**src/rtl/safe_code_sequencer.sv**
```systemverilog
// Collects a fixed-length code from a character stream, replays it to the safe-check
// stage as back-to-back write strobes, reports the result and enforces a failure lockout.
module safe_code_sequencer #(
    parameter int CODE_LEN     = 8,
    parameter int CHAR_W       = 7,
    parameter int MAX_FAIL     = 3,
    parameter int LOCK_CYCLES  = 1024,
    parameter int RESULT_DELAY = 1
) (
    input  logic                            i_clk,
    input  logic                            i_rst,
    input  logic                            i_in_valid,
    input  logic [CHAR_W-1:0]               i_in_data,
    output logic                            o_in_ready,
    input  logic                            i_in_abort,
    output logic [CHAR_W-1:0]               o_chk_data,
    output logic                            o_chk_step,
    input  logic                            i_chk_open,
    output logic                            o_done,
    output logic                            o_pass,
    output logic                            o_locked,
    output logic [$clog2(MAX_FAIL+1)-1:0]   o_fail_count
);

    localparam int IDX_W  = (CODE_LEN > 1) ? $clog2(CODE_LEN) : 1;
    localparam int DLY_W  = (RESULT_DELAY > 1) ? $clog2(RESULT_DELAY) : 1;
    localparam int LOCK_W = (LOCK_CYCLES > 1) ? $clog2(LOCK_CYCLES) : 1;
    localparam int FAIL_W = $clog2(MAX_FAIL + 1);

    typedef enum logic [2:0] {
        ST_COLLECT,
        ST_REPLAY,
        ST_WAIT,
        ST_REPORT,
        ST_LOCKOUT
    } state_t;

    state_t              r_state, w_stateNext;
    logic [IDX_W-1:0]    r_charCount, w_charCountNext;
    logic [IDX_W-1:0]    r_replayIdx, w_replayIdxNext;
    logic [IDX_W-1:0]    w_replayIdxInc;
    logic [DLY_W-1:0]    r_waitCnt, w_waitCntNext;
    logic [LOCK_W-1:0]   r_lockCnt, w_lockCntNext;
    logic [CHAR_W-1:0]   r_buf [CODE_LEN];
    logic                r_inReady, w_inReadyNext;
    logic [CHAR_W-1:0]   r_chkData, w_chkDataNext;
    logic                r_chkStep, w_chkStepNext;
    logic                r_done, w_doneNext;
    logic                r_pass, w_passNext;
    logic                r_locked, w_lockedNext;
    logic [FAIL_W-1:0]   r_failCount, w_failCountNext;
    logic                w_accept;
    logic [CHAR_W-1:0]   w_firstChar;

    assign w_accept       = (r_state == ST_COLLECT) && r_inReady && i_in_valid && !i_in_abort;
    assign w_replayIdxInc = r_replayIdx + IDX_W'(1);
    // With a one-character code the first replayed character is the one being accepted now
    assign w_firstChar    = (r_charCount == '0) ? i_in_data : r_buf[0];

    always_ff @(posedge i_clk) begin
        if (w_accept) begin
            r_buf[r_charCount] <= i_in_data;
        end
    end

    always_ff @(posedge i_clk) begin
        if (i_rst) begin
            r_state     <= ST_COLLECT;
            r_charCount <= '0;
            r_replayIdx <= '0;
            r_waitCnt   <= '0;
            r_lockCnt   <= '0;
            r_inReady   <= 1'b0;
            r_chkData   <= '0;
            r_chkStep   <= 1'b0;
            r_done      <= 1'b0;
            r_pass      <= 1'b0;
            r_locked    <= 1'b0;
            r_failCount <= '0;
        end else begin
            r_state     <= w_stateNext;
            r_charCount <= w_charCountNext;
            r_replayIdx <= w_replayIdxNext;
            r_waitCnt   <= w_waitCntNext;
            r_lockCnt   <= w_lockCntNext;
            r_inReady   <= w_inReadyNext;
            r_chkData   <= w_chkDataNext;
            r_chkStep   <= w_chkStepNext;
            r_done      <= w_doneNext;
            r_pass      <= w_passNext;
            r_locked    <= w_lockedNext;
            r_failCount <= w_failCountNext;
        end
    end

    always_comb begin
        w_stateNext     = r_state;
        w_charCountNext = r_charCount;
        w_replayIdxNext = r_replayIdx;
        w_waitCntNext   = r_waitCnt;
        w_lockCntNext   = r_lockCnt;
        w_inReadyNext   = r_inReady;
        w_chkDataNext   = r_chkData;
        w_chkStepNext   = 1'b0;
        w_doneNext      = 1'b0;
        w_passNext      = r_pass;
        w_lockedNext    = r_locked;
        w_failCountNext = r_failCount;

        case (r_state)
            ST_COLLECT: begin
                w_inReadyNext = 1'b1;
                if (i_in_abort) begin
                    w_charCountNext = '0;
                end else if (w_accept) begin
                    if (r_charCount == IDX_W'(CODE_LEN - 1)) begin
                        w_charCountNext = '0;
                        w_inReadyNext   = 1'b0;
                        w_stateNext     = ST_REPLAY;
                        w_replayIdxNext = '0;
                        w_chkStepNext   = 1'b1;
                        w_chkDataNext   = w_firstChar;
                    end else begin
                        w_charCountNext = r_charCount + IDX_W'(1);
                    end
                end
            end

            // Replay always runs to completion so the check stage's write index wraps back
            ST_REPLAY: begin
                if (r_replayIdx == IDX_W'(CODE_LEN - 1)) begin
                    w_stateNext   = ST_WAIT;
                    w_waitCntNext = '0;
                end else begin
                    w_replayIdxNext = w_replayIdxInc;
                    w_chkStepNext   = 1'b1;
                    w_chkDataNext   = r_buf[w_replayIdxInc];
                end
            end

            ST_WAIT: begin
                if (r_waitCnt == DLY_W'(RESULT_DELAY - 1)) begin
                    w_stateNext = ST_REPORT;
                    w_doneNext  = 1'b1;
                    w_passNext  = i_chk_open;
                    if (i_chk_open) begin
                        w_failCountNext = '0;
                    end else if (r_failCount != FAIL_W'(MAX_FAIL)) begin
                        w_failCountNext = r_failCount + FAIL_W'(1);
                    end
                end else begin
                    w_waitCntNext = r_waitCnt + DLY_W'(1);
                end
            end

            ST_REPORT: begin
                if (!r_pass && (r_failCount == FAIL_W'(MAX_FAIL))) begin
                    w_stateNext   = ST_LOCKOUT;
                    w_lockedNext  = 1'b1;
                    w_lockCntNext = '0;
                end else begin
                    w_stateNext     = ST_COLLECT;
                    w_inReadyNext   = 1'b1;
                    w_charCountNext = '0;
                end
            end

            ST_LOCKOUT: begin
                if (r_lockCnt == LOCK_W'(LOCK_CYCLES - 1)) begin
                    w_stateNext     = ST_COLLECT;
                    w_lockedNext    = 1'b0;
                    w_failCountNext = '0;
                    w_inReadyNext   = 1'b1;
                    w_charCountNext = '0;
                end else begin
                    w_lockCntNext = r_lockCnt + LOCK_W'(1);
                end
            end

            default: begin
                w_stateNext = ST_COLLECT;
            end
        endcase
    end

    assign o_in_ready   = r_inReady;
    assign o_chk_data   = r_chkData;
    assign o_chk_step   = r_chkStep;
    assign o_done       = r_done;
    assign o_pass       = r_pass;
    assign o_locked     = r_locked;
    assign o_fail_count = r_failCount;

endmodule

```
**config.mk**
```make
export PLATFORM = sky130hd
export DESIGN_NAME = safe_code_sequencer
export DESIGN_NICKNAME = d
export VERILOG_FILES = /design/src/rtl/safe_code_sequencer.sv
export SDC_FILE = /design/constraint.sdc
export NUM_CORES = 1
export LEC_CHECK = 0
export CAP_MARGIN = 30
export CORE_ASPECT_RATIO = 1.2
export CORE_MARGIN = 2
export CORE_UTILIZATION = 53
export DETAILED_ROUTE_END_ITERATION = 8
export PLACE_DENSITY = 0.74
export SLEW_MARGIN = 0
export SYNTH_ARGS = -nofsm -noshare
export SYNTH_HDL_FRONTEND = slang
export SYNTH_SLANG_ARGS = --single-unit
```
**constraint.sdc**
```tcl
create_clock -name i_clk -period 2.28 [get_ports i_clk]
set_clock_uncertainty 0.1 [all_clocks]
set_input_delay 0.456 -clock i_clk [delete_from_list [all_inputs] [get_ports i_clk]]
set_output_delay 0.456 -clock i_clk [all_outputs]
set_load 0.01 [all_outputs]
```
==> qor.yml, run 1 <==
synthesis:
  netlist_instances: 335
  synth-seq-cells: 89
  netlist_area_um2: 3990
  synth_ff_type: "edfxtp_1"
  async_flop_share_pct: 0
  yosysWarnings: 0
  yosysSeqAreaShare_pct: 58.7
  synth.distinct_cells: 49
  syn_area_per_cell_um2: 11.9
  syn_nets: 354
  synth_edf_count: 56
final_layout:
  layout_common_cells: "56 x edfxtp_1, 33 x dfxtp_1, 32 x mux2i_1, 30 x buf_4, 26 x nand2_1"
  fillers: 572
  antennaDiodeCount: 0
  final_common_cell: "edfxtp_1"
  nets: 401
  final_cell_area_um2: 4690
  drive_gt1_share_pct: 15.0
  regArea_um2: 2340
  area_growth_pct: 17.6
  multiInputGateArea_um2: 1550
die:
  die_width_um: 83.2
  io_pins: 26
  start_util_pct: 54.8
  num_rows: 34
  die_y_um: 99.0
  die-area_um2: 8240
  coreArea_um2: 7270
global_routing:
  grt_usage_pct: 22.8
  grt_pass1_vias: 2779
  grt_max_degree: 31
  antenna_found_initial: 0
  overflow: 0
  grt_pass1_wl_mm: 14.4
sta:
  final-hold-violation-count: 0
  max-slew-margin-rel_pct: 57.9
  fin_crit_sh_pct: 90.4
  worst_pin_slew_ps: 630
  setup_viol: 0
  setup_tns_ps: 0
  fmax_mhz: 485
  rsz0062_at_grt: "no"
  post-route-min-period_ps: 2060
  slew_viol_final: 0
  worst_slack_ps: 220
clock_tree:
  ctsResizeCount: 0
  post_cts_buffers: 0
  clockBufferDepth: 2
  cts_buffers: 9
  cts-root-buf: "clkbuf_8"
  cts_hold_buf: 0
  cts_tree: "done"
  h-tree-depth: 3
  cts.reportedPaths.clkPinSlew_ps: 90
  insertion_delay_ps: 360
  numClockSinks: 89
power:
  p_leak_uw: 0.00153
  vdd_drop_max_mv: 0.470
  power.density_nw_per_um2: 623
  finalPower_uw: 2920
setup_path:
  end_kind: "register"
  crit_arrival_ps: 2240
  worstPathMaxFanout: 12
  slowest_stage: "or3b_2"
  crit_chain: "buf_4, or3b_2, nor2_1, nor2_1, a211oi_1"
  worstSetupPathType: "register to register"
  startpoint_type: "register"
  required_ps: 2460
  slowest_delay_ps: 560
  crit_family: "simple AND/OR/NAND/NOR gates"
  reg2reg_setup_slack_ps: 220
  critPathBufInv: 1
  cpMostUsedCell: "nor2_1"
placement:
  placed_cell_area_um2: 4490
  gp_congestion: 0.868
  io_buffer_count: 25
  hpwl_mm: 6.35
  pre_cts_slack_ps: 16.4
flow_run:
  drv_cap: 0
outcome:
  status: "complete, no violations"
drt:
  wl_per_cell_um: 18.5
  viasPerCell: 5.95
  drt_iter0_drc: 165
  ant_nets: 0
  drtPass1Iterations: 5
  drt_wl_total_mm: 8.84
  drc: 0
  vias: 2836
hold_path:
  min_path_type: "register to register"
cell usage after synthesis, types with 2 or more instances:
library cell / n / area, um^2
nor2b_1: 6 / 37.5
clkbuf_1: 15 / 56.3
o311ai_0: 2 / 17.5
dfxtp_1: 33 / 661
a211oi_1: 3 / 22.5
nand3b_1: 2 / 15.0
and4_1: 3 / 26.3
mux2i_1: 32 / 320
o21a_1: 2 / 15.0
edfxtp_1: 56 / 1680
a311oi_1: 7 / 61.3
buf_2: 3 / 15.0
a21oi_1: 16 / 80.1
o22ai_1: 2 / 12.5
or3_1: 2 / 12.5
nand4_1: 4 / 25.0
nand3_1: 17 / 85.1
and2_1: 6 / 37.5
nor3b_1: 2 / 15.0
a22oi_1: 14 / 105
a31oi_1: 8 / 50.1
nor3_1: 5 / 25.0
o21ai_0: 7 / 35.0
o41ai_1: 2 / 17.5
o31ai_1: 2 / 15.0
nor2_1: 18 / 67.6
nor4_1: 2 / 12.5
nand2b_1: 3 / 18.8
ha_1: 7 / 87.6
mux2_2: 8 / 90.1
inv_1: 3 / 11.3
nand2_1: 26 / 97.6
area by class of cell:
cell class | count | area share [%]
inverter | 4 | 0.320
timing repair buffer | 55 | 10.1
clock buffer | 10 | 2.72
sequential | 89 | 49.9
clock inverter | 6 | 1.44
multi-input combinational | 223 | 33.0
tap | 90 | 2.40
metal layers:
layer  global-route usage (%)  wire length (um)  vias up
met5                        0                 0        -
met4                     9.33               175        0
met3                     4.02               432       11
met2                     39.3              4490       70
met1                     28.4              3750     1373
li1                         -                 -     1382
flip-flops by register name, indices dropped and copies added, names as in the netlist:
name and flops:
r_state 3, o_chk_data 7, r_charCount 3, o_pass 1, o_done 1, r_replayIdx 3
o_chk_step 1, r_buf 56, o_in_ready 1, o_locked 1, o_fail_count 2, r_lockCnt 10
kinds of logic (layout without fill, tap and decap cells):
kind of cell	after synthesis	after routing	synth area share (%)
DFF	89	89	58.7
muxes	40	40	10.3
xor gates and xnor gates	1	1	0.220
adders and majority gates	7	7	2.20
AOI/OAI and AO/OA	72	72	12.8
and+or+nand+nor	103	103	13.4
buffers and inverters	23	75	2.45
worst paths after layout:
kind,from,endpoint,depth (start not counted)
min reg2reg,o_locked,o_locked,2
max,r_state[0],r_replayIdx[0],5
max reg2reg,r_state[0],r_replayIdx[0],5
min,o_locked,o_locked,2
where the power goes:
| part | switching, uW | internal (uW) |
|---|---|---|
| clock | 569 | 510 |
| combinational | 65.1 | 56.9 |
| sequential | 7.00 | 1720 |
| total | 641 | 2280 |
stage by stage:
step	std cells	utilization [%]	hold WS [ps]
finish	477	64.5	383
global route	477	64.5	412
CTS	477	64.5	388
detailed placement	461	61.8	373
global placement	461	61.8	370
floorplan	335	-	357
worst reg2reg max path, delay by kind of cell (launching register included):
family,cells,cell delay (ps)
and+or+nand+nor,3,910
DFF,1,540
buffers and inverters,1,220
AOI/OAI and AO/OA,1,210
Note: power is estimated with default switching activity, not from simulation.
==> run 2: changes to the inputs <==
- SLEW_MARGIN: 0 -> 20
==> results of run 2 <==
Final layout, timing and power as in run 1 (identical DEF).
